`src/rtl/apb_rr_master.sv`:
```
// APB master sharing two slaves between two requesters with round-robin arbitration.
// One command in flight: accept, SETUP, ACCESS until PREADY or timeout, then a one-cycle done pulse.
module apb_rr_master #(
  parameter int ADDR_W  = 7,
  parameter int DATA_W  = 8,
  parameter int TIMEOUT = 16
) (
  input  logic              PCLK,
  input  logic              PRESET,
  input  logic              req0_valid,
  output logic              req0_ready,
  input  logic              req0_write,
  input  logic [ADDR_W-1:0] req0_addr,
  input  logic [DATA_W-1:0] req0_wdata,
  output logic              req0_done,
  output logic [DATA_W-1:0] req0_rdata,
  output logic              req0_err,
  input  logic              req1_valid,
  output logic              req1_ready,
  input  logic              req1_write,
  input  logic [ADDR_W-1:0] req1_addr,
  input  logic [DATA_W-1:0] req1_wdata,
  output logic              req1_done,
  output logic [DATA_W-1:0] req1_rdata,
  output logic              req1_err,
  output logic [ADDR_W-1:0] PADDR,
  output logic [DATA_W-1:0] PWDATA,
  output logic              PWRITE,
  output logic              PENABLE,
  output logic              PSELECT1,
  output logic              PSELECT2,
  input  logic [DATA_W-1:0] PRDATA1,
  input  logic [DATA_W-1:0] PRDATA2,
  input  logic              PREADY1,
  input  logic              PREADY2
);
  localparam int CNT_W = $clog2(TIMEOUT + 1);

  typedef enum logic [1:0] {IDLE, SETUP, ACCESS} state_t;

  state_t            state_q, state_d;
  logic              prio_q, prio_d;
  logic              id_q, id_d;
  logic [ADDR_W-1:0] paddr_q, paddr_d;
  logic [DATA_W-1:0] pwdata_q, pwdata_d;
  logic              pwrite_q, pwrite_d;
  logic              penable_q, penable_d;
  logic              psel1_q, psel1_d;
  logic              psel2_q, psel2_d;
  logic [CNT_W-1:0]  cnt_q, cnt_d;
  logic              done0_q, done0_d, done1_q, done1_d;
  logic              err0_q, err0_d, err1_q, err1_d;
  logic [DATA_W-1:0] rdata0_q, rdata0_d, rdata1_q, rdata1_d;

  logic              grant0, grant1;
  logic [ADDR_W-1:0] win_addr;
  logic              sel_ready;
  logic [DATA_W-1:0] sel_rdata;
  logic              finish, timed_out;

  // prio_q=0 means requester 0 wins when both are valid
  assign grant0    = (state_q == IDLE) && !PRESET && req0_valid && (!req1_valid || !prio_q);
  assign grant1    = (state_q == IDLE) && !PRESET && req1_valid && (!req0_valid || prio_q);
  assign win_addr  = grant1 ? req1_addr : req0_addr;
  assign sel_ready = psel2_q ? PREADY2 : PREADY1;
  assign sel_rdata = psel2_q ? PRDATA2 : PRDATA1;

  always_comb begin
    state_d   = state_q;
    prio_d    = prio_q;
    id_d      = id_q;
    paddr_d   = paddr_q;
    pwdata_d  = pwdata_q;
    pwrite_d  = pwrite_q;
    penable_d = penable_q;
    psel1_d   = psel1_q;
    psel2_d   = psel2_q;
    cnt_d     = cnt_q;
    done0_d   = 1'b0;
    done1_d   = 1'b0;
    err0_d    = 1'b0;
    err1_d    = 1'b0;
    rdata0_d  = rdata0_q;
    rdata1_d  = rdata1_q;
    finish    = 1'b0;
    timed_out = 1'b0;
    case (state_q)
      IDLE: begin
        if (grant0 || grant1) begin
          id_d     = grant1;
          prio_d   = grant0;
          paddr_d  = {1'b0, win_addr[ADDR_W-2:0]};
          pwdata_d = grant1 ? req1_wdata : req0_wdata;
          pwrite_d = grant1 ? req1_write : req0_write;
          psel1_d  = !win_addr[ADDR_W-1];
          psel2_d  = win_addr[ADDR_W-1];
          state_d  = SETUP;
        end
      end
      SETUP: begin
        penable_d = 1'b1;
        cnt_d     = '0;
        state_d   = ACCESS;
      end
      ACCESS: begin
        if (sel_ready) begin
          finish = 1'b1;
        end else if (cnt_q == CNT_W'(TIMEOUT - 1)) begin
          finish    = 1'b1;
          timed_out = 1'b1;
        end else begin
          cnt_d = cnt_q + CNT_W'(1);
        end
      end
      default: state_d = IDLE;
    endcase
    if (finish) begin
      state_d   = IDLE;
      psel1_d   = 1'b0;
      psel2_d   = 1'b0;
      penable_d = 1'b0;
      if (id_q) begin
        done1_d = 1'b1;
        err1_d  = timed_out;
        if (timed_out)      rdata1_d = '0;
        else if (!pwrite_q) rdata1_d = sel_rdata;
      end else begin
        done0_d = 1'b1;
        err0_d  = timed_out;
        if (timed_out)      rdata0_d = '0;
        else if (!pwrite_q) rdata0_d = sel_rdata;
      end
    end
  end

  always_ff @(posedge PCLK) begin
    if (PRESET) begin
      state_q   <= IDLE;
      prio_q    <= 1'b0;
      id_q      <= 1'b0;
      paddr_q   <= '0;
      pwdata_q  <= '0;
      pwrite_q  <= 1'b0;
      penable_q <= 1'b0;
      psel1_q   <= 1'b0;
      psel2_q   <= 1'b0;
      cnt_q     <= '0;
      done0_q   <= 1'b0;
      done1_q   <= 1'b0;
      err0_q    <= 1'b0;
      err1_q    <= 1'b0;
      rdata0_q  <= '0;
      rdata1_q  <= '0;
    end else begin
      state_q   <= state_d;
      prio_q    <= prio_d;
      id_q      <= id_d;
      paddr_q   <= paddr_d;
      pwdata_q  <= pwdata_d;
      pwrite_q  <= pwrite_d;
      penable_q <= penable_d;
      psel1_q   <= psel1_d;
      psel2_q   <= psel2_d;
      cnt_q     <= cnt_d;
      done0_q   <= done0_d;
      done1_q   <= done1_d;
      err0_q    <= err0_d;
      err1_q    <= err1_d;
      rdata0_q  <= rdata0_d;
      rdata1_q  <= rdata1_d;
    end
  end

  assign req0_ready = grant0;
  assign req1_ready = grant1;
  assign req0_done  = done0_q;
  assign req1_done  = done1_q;
  assign req0_err   = err0_q;
  assign req1_err   = err1_q;
  assign req0_rdata = rdata0_q;
  assign req1_rdata = rdata1_q;
  assign PADDR      = paddr_q;
  assign PWDATA     = pwdata_q;
  assign PWRITE     = pwrite_q;
  assign PENABLE    = penable_q;
  assign PSELECT1   = psel1_q;
  assign PSELECT2   = psel2_q;

endmodule

```
`config.mk`:
```
export PLATFORM = sky130hd
export DESIGN_NAME = apb_rr_master
export DESIGN_NICKNAME = d
export VERILOG_FILES = /design/src/rtl/apb_rr_master.sv
export SDC_FILE = /design/constraint.sdc
export NUM_CORES = 1
export LEC_CHECK = 0
export ABC_AREA = 1
export BUFFER_PORTS_ARGS = -buffer_cell sky130_fd_sc_hd__buf_2
export CELL_PAD_IN_SITES_DETAIL_PLACEMENT = 0
export CELL_PAD_IN_SITES_GLOBAL_PLACEMENT = 1
export CORE_ASPECT_RATIO = 0.6
export CORE_MARGIN = 5
export CORE_UTILIZATION = 32
export DETAILED_ROUTE_END_ITERATION = 8
export PLACE_DENSITY_LB_ADDON = 0.1
export SLEW_MARGIN = 20
export SYNTH_ARGS = -nofsm -noshare
export SYNTH_HDL_FRONTEND = slang
export SYNTH_SLANG_ARGS = --single-unit
```
`constraint.sdc`:
```
create_clock -name PCLK -period 3.36 [get_ports PCLK]
set_input_delay 0.168 -clock PCLK [delete_from_list [all_inputs] [get_ports PCLK]]
set_output_delay 0.168 -clock PCLK [all_outputs]
set_load 0.03 [all_outputs]
```
==> metrics.cfg <==
[detailed_routing]
wl_per_cell_um=12.38
routed_via_density=4.403
drt.antenna.violating_nets=0
post-route-drc-count=0
dr.first_iter.drc_count=132
drt_first_pass_iters=5
route.vias.total=2439
postRouteWirelength_mm=6.859

[logic_synthesis]
synth_most_common_cell=nand2_1
postSynth.topFlopCell=dfxtp_1
synth_enable_flop_cells=0
avgSynthCellArea_um2=6.630
yosys.area.top_type_share=0.3931
synth-seq-area-share=0.3931
synthArstFlopShare=0
syn-num-nets=417
post_synth_inst_count=361
synth.distinct_cells=27
post_synth_instance_area_um2=2394
number_of_warnings_issued_by_yosys=0
biggest_area_consumer_among_synthesized_cells=dfxtp_1
post_synth_main_area_contributors=dfxtp_1, nand2_1, nand3_1
synthTopCellsByCount=nand2_1, nand3_1, inv_1, dfxtp_1, nor2_1
ys_seq_elements=47

[timing]
period_needed_ns=1.857
timing.slew.headroom=0.6036
final.period_utilization=0.5526
finalHoldViolations=0
max_freq_mhz=538.6
maxSlewViolCount=0
setup_viol=0
fin_tns_setup_ns=0
finalClockSkew_ns=0.006066
final_critical_path_setup_slack_ns=1.503
worst_pin_slew_ns=0.5925
rsz0062_at_grt=false

[floorplan]
initial_core_util=0.3294
die_x_um=121.7
dieHeight_um=76.99
core_um2=7267
placementRows=24
io-pin-count=95
fp.dieArea_um2=9366

[layout]
design.final.nets=505
post_route_cells_drive_above_1_share=0.2711
area_growth_syn_to_fin_pct=29.33
fin_util=0.4260
final-instance-count-excl-fill=554
fill_cells=813
n_antenna_cell=0
multiInputGateArea_um2=1160
final-seq-area_um2=940.9

[grt]
number_of_antenna_violations_at_the_first_check_in_global_routing=0
grt_remaining_overflow=0
grt_pass1_vias=2327
grt_max_degree=34
grt_util_all_layers=0.1478
first_pass_grt_wire_length_mm=11.32

[worst_hold_path]
worstHoldPathType=input pin to register
hold_path_depth=5
holdPathEnd=PADDR[2]$_SDFFE_PP0P_
min_from=req0_addr[2]

[clock_tree]
cts.htree.levels=2
clkSlewWorstSetupHoldPaths_ns=0.07
cts-resized-gates=0
clkLatencyLatePin_ns=0.28
postCtsSetupRepairBufs=0
ctsHoldBuffers=0
numClockSinks=47
cts-root-buf=clkbuf_16
cts_buffers=5
clock_tree.buffer_depth=2
clock_tree_from_tritoncts=done

[critical_path]
critical_path_class=register to register
r2r-start=cnt_q[0]$_SDFFE_PP0P_
r2r_end=req1_rdata[4]$_SDFFE_PP0P_
r2r_cells=10
setup.worst_path.end_class=register
timing.critical_path.required_ns=3.58
critical_path_arrival_ns=2.08
setup_slack_of_the_most_critical_reg_to_reg_path_ns=1.50
timing.critical_path.fanout_max=8
worstSetupStartpointType=register

[flow_run]
maxCapViolations=0

[placed_design]
detailedPlace.worstSlack_ns=1.309
placed_cells_incl_taps=546
buffer_ports.inserted=93
dp_hpwl_mm=5.207
gp_routability_congestion=0.8110

[power]
p_leak_uw=0.001655
total_power_uw=1569
power_density_nw_per_um2=506.8
ir_worst_vdd_mv=0.1872

[run_status]
status=finished clean

[report_power, final]
group | switching (uW) | internal, uW
clock | 213 | 427
combinational | 215 | 100
sequential | 23.1 | 591
[logic make-up after synthesis]
group	Yosys count	synth area share
flops	47	0.3931
simple gates	218	0.4103
compound gates	26	0.06220
buf+inv	67	0.1223
fa+ha+maj	2	0.01045
other cells	1	0.001567
[cell type report]
cell class	count	area share
Multi-Input combinational cell	247	0.3747
Sequential cell	47	0.3040
Timing Repair Buffer	94	0.1528
Inverter	54	0.06548
Tap cell	104	0.04204
Clock buffer	6	0.04163
Clock inverter	2	0.01940
[how the worst max path moves through the flow]
stage | start | endpoint | cells past startpoint
floorplan | cnt_q[0]$_SDFFE_PP0P_ | req0_rdata[5]$_SDFFE_PP0P_ | 12
global placement | PRESET | PADDR[3]$_SDFFE_PP0P_ | 8
detailed placement | PRESET | PWRITE$_SDFFE_PP0P_ | 8
CTS | cnt_q[0]$_SDFFE_PP0P_ | req1_rdata[5]$_SDFFE_PP0P_ | 10
global route | cnt_q[0]$_SDFFE_PP0P_ | req1_rdata[7]$_SDFFE_PP0P_ | 10
finish | cnt_q[0]$_SDFFE_PP0P_ | req1_rdata[4]$_SDFFE_PP0P_ | 10
[through the flow]
step | hold slack (ns) | cell area, um2
floorplan | 0.2521 | 2394
global placement | 0.4515 | 2907
detailed placement | 0.4624 | 2907
CTS | 0.2087 | 3095
global route | 0.2326 | 3095
finish | 0.2140 | 3095
[state kept, by name, indices dropped and copies added, names as in the netlist]
register	cells
PWRITE	1
PWDATA	8
PENABLE	1
req0_done	1
PSELECT1	1
req0_rdata	8
id_q	1
state_q	2
cnt_q	5
req1_err	1
prio_q	1
req1_rdata	8
req1_done	1
PSELECT2	1
PADDR	6
req0_err	1
[cell usage in the layout (no fill, tap or decap)]
cell	count
nand3_4	1
nor3b_1	1
o31ai_1	2
nand3_1	53
nand2_4	2
nor2_1	42
nand3b_1	1
dfxtp_1	47
o21ai_0	1
inv_1	49
inv_2	5
clkbuf_1	1
nand3_2	1
buf_4	1
clkbuf_16	5
a21oi_4	1
o21bai_1	1
nor2_4	5
nand2_2	4
buf_2	93
bufinv_16	2
nand2_1	105
nand4_1	1
nor2_2	2
ha_1	2
a21oi_1	21
conb_1	1
[metal layers]
layer / vias up / routed length, um / track usage
met5: - / 0 / 0
met4: 0 / 7 / 0.01678
met3: 2 / 515 / 0.04779
met2: 66 / 2668 / 0.1972
met1: 1082 / 3666 / 0.2328
li1: 1289 / - / -
[critical path: stages, from the launching register on]
cell and delay [ns]:
dfxtp_1 0.36, ha_1 0.17, nand2_1 0.07, nor2_1 0.10
ha_1 0.19, nand3_1 0.11, nor2_1 0.26, nor2_2 0.11
nor2_4 0.24, nor2_1 0.07, nor2_1 0.10
Power figures use the tool's default switching activity.
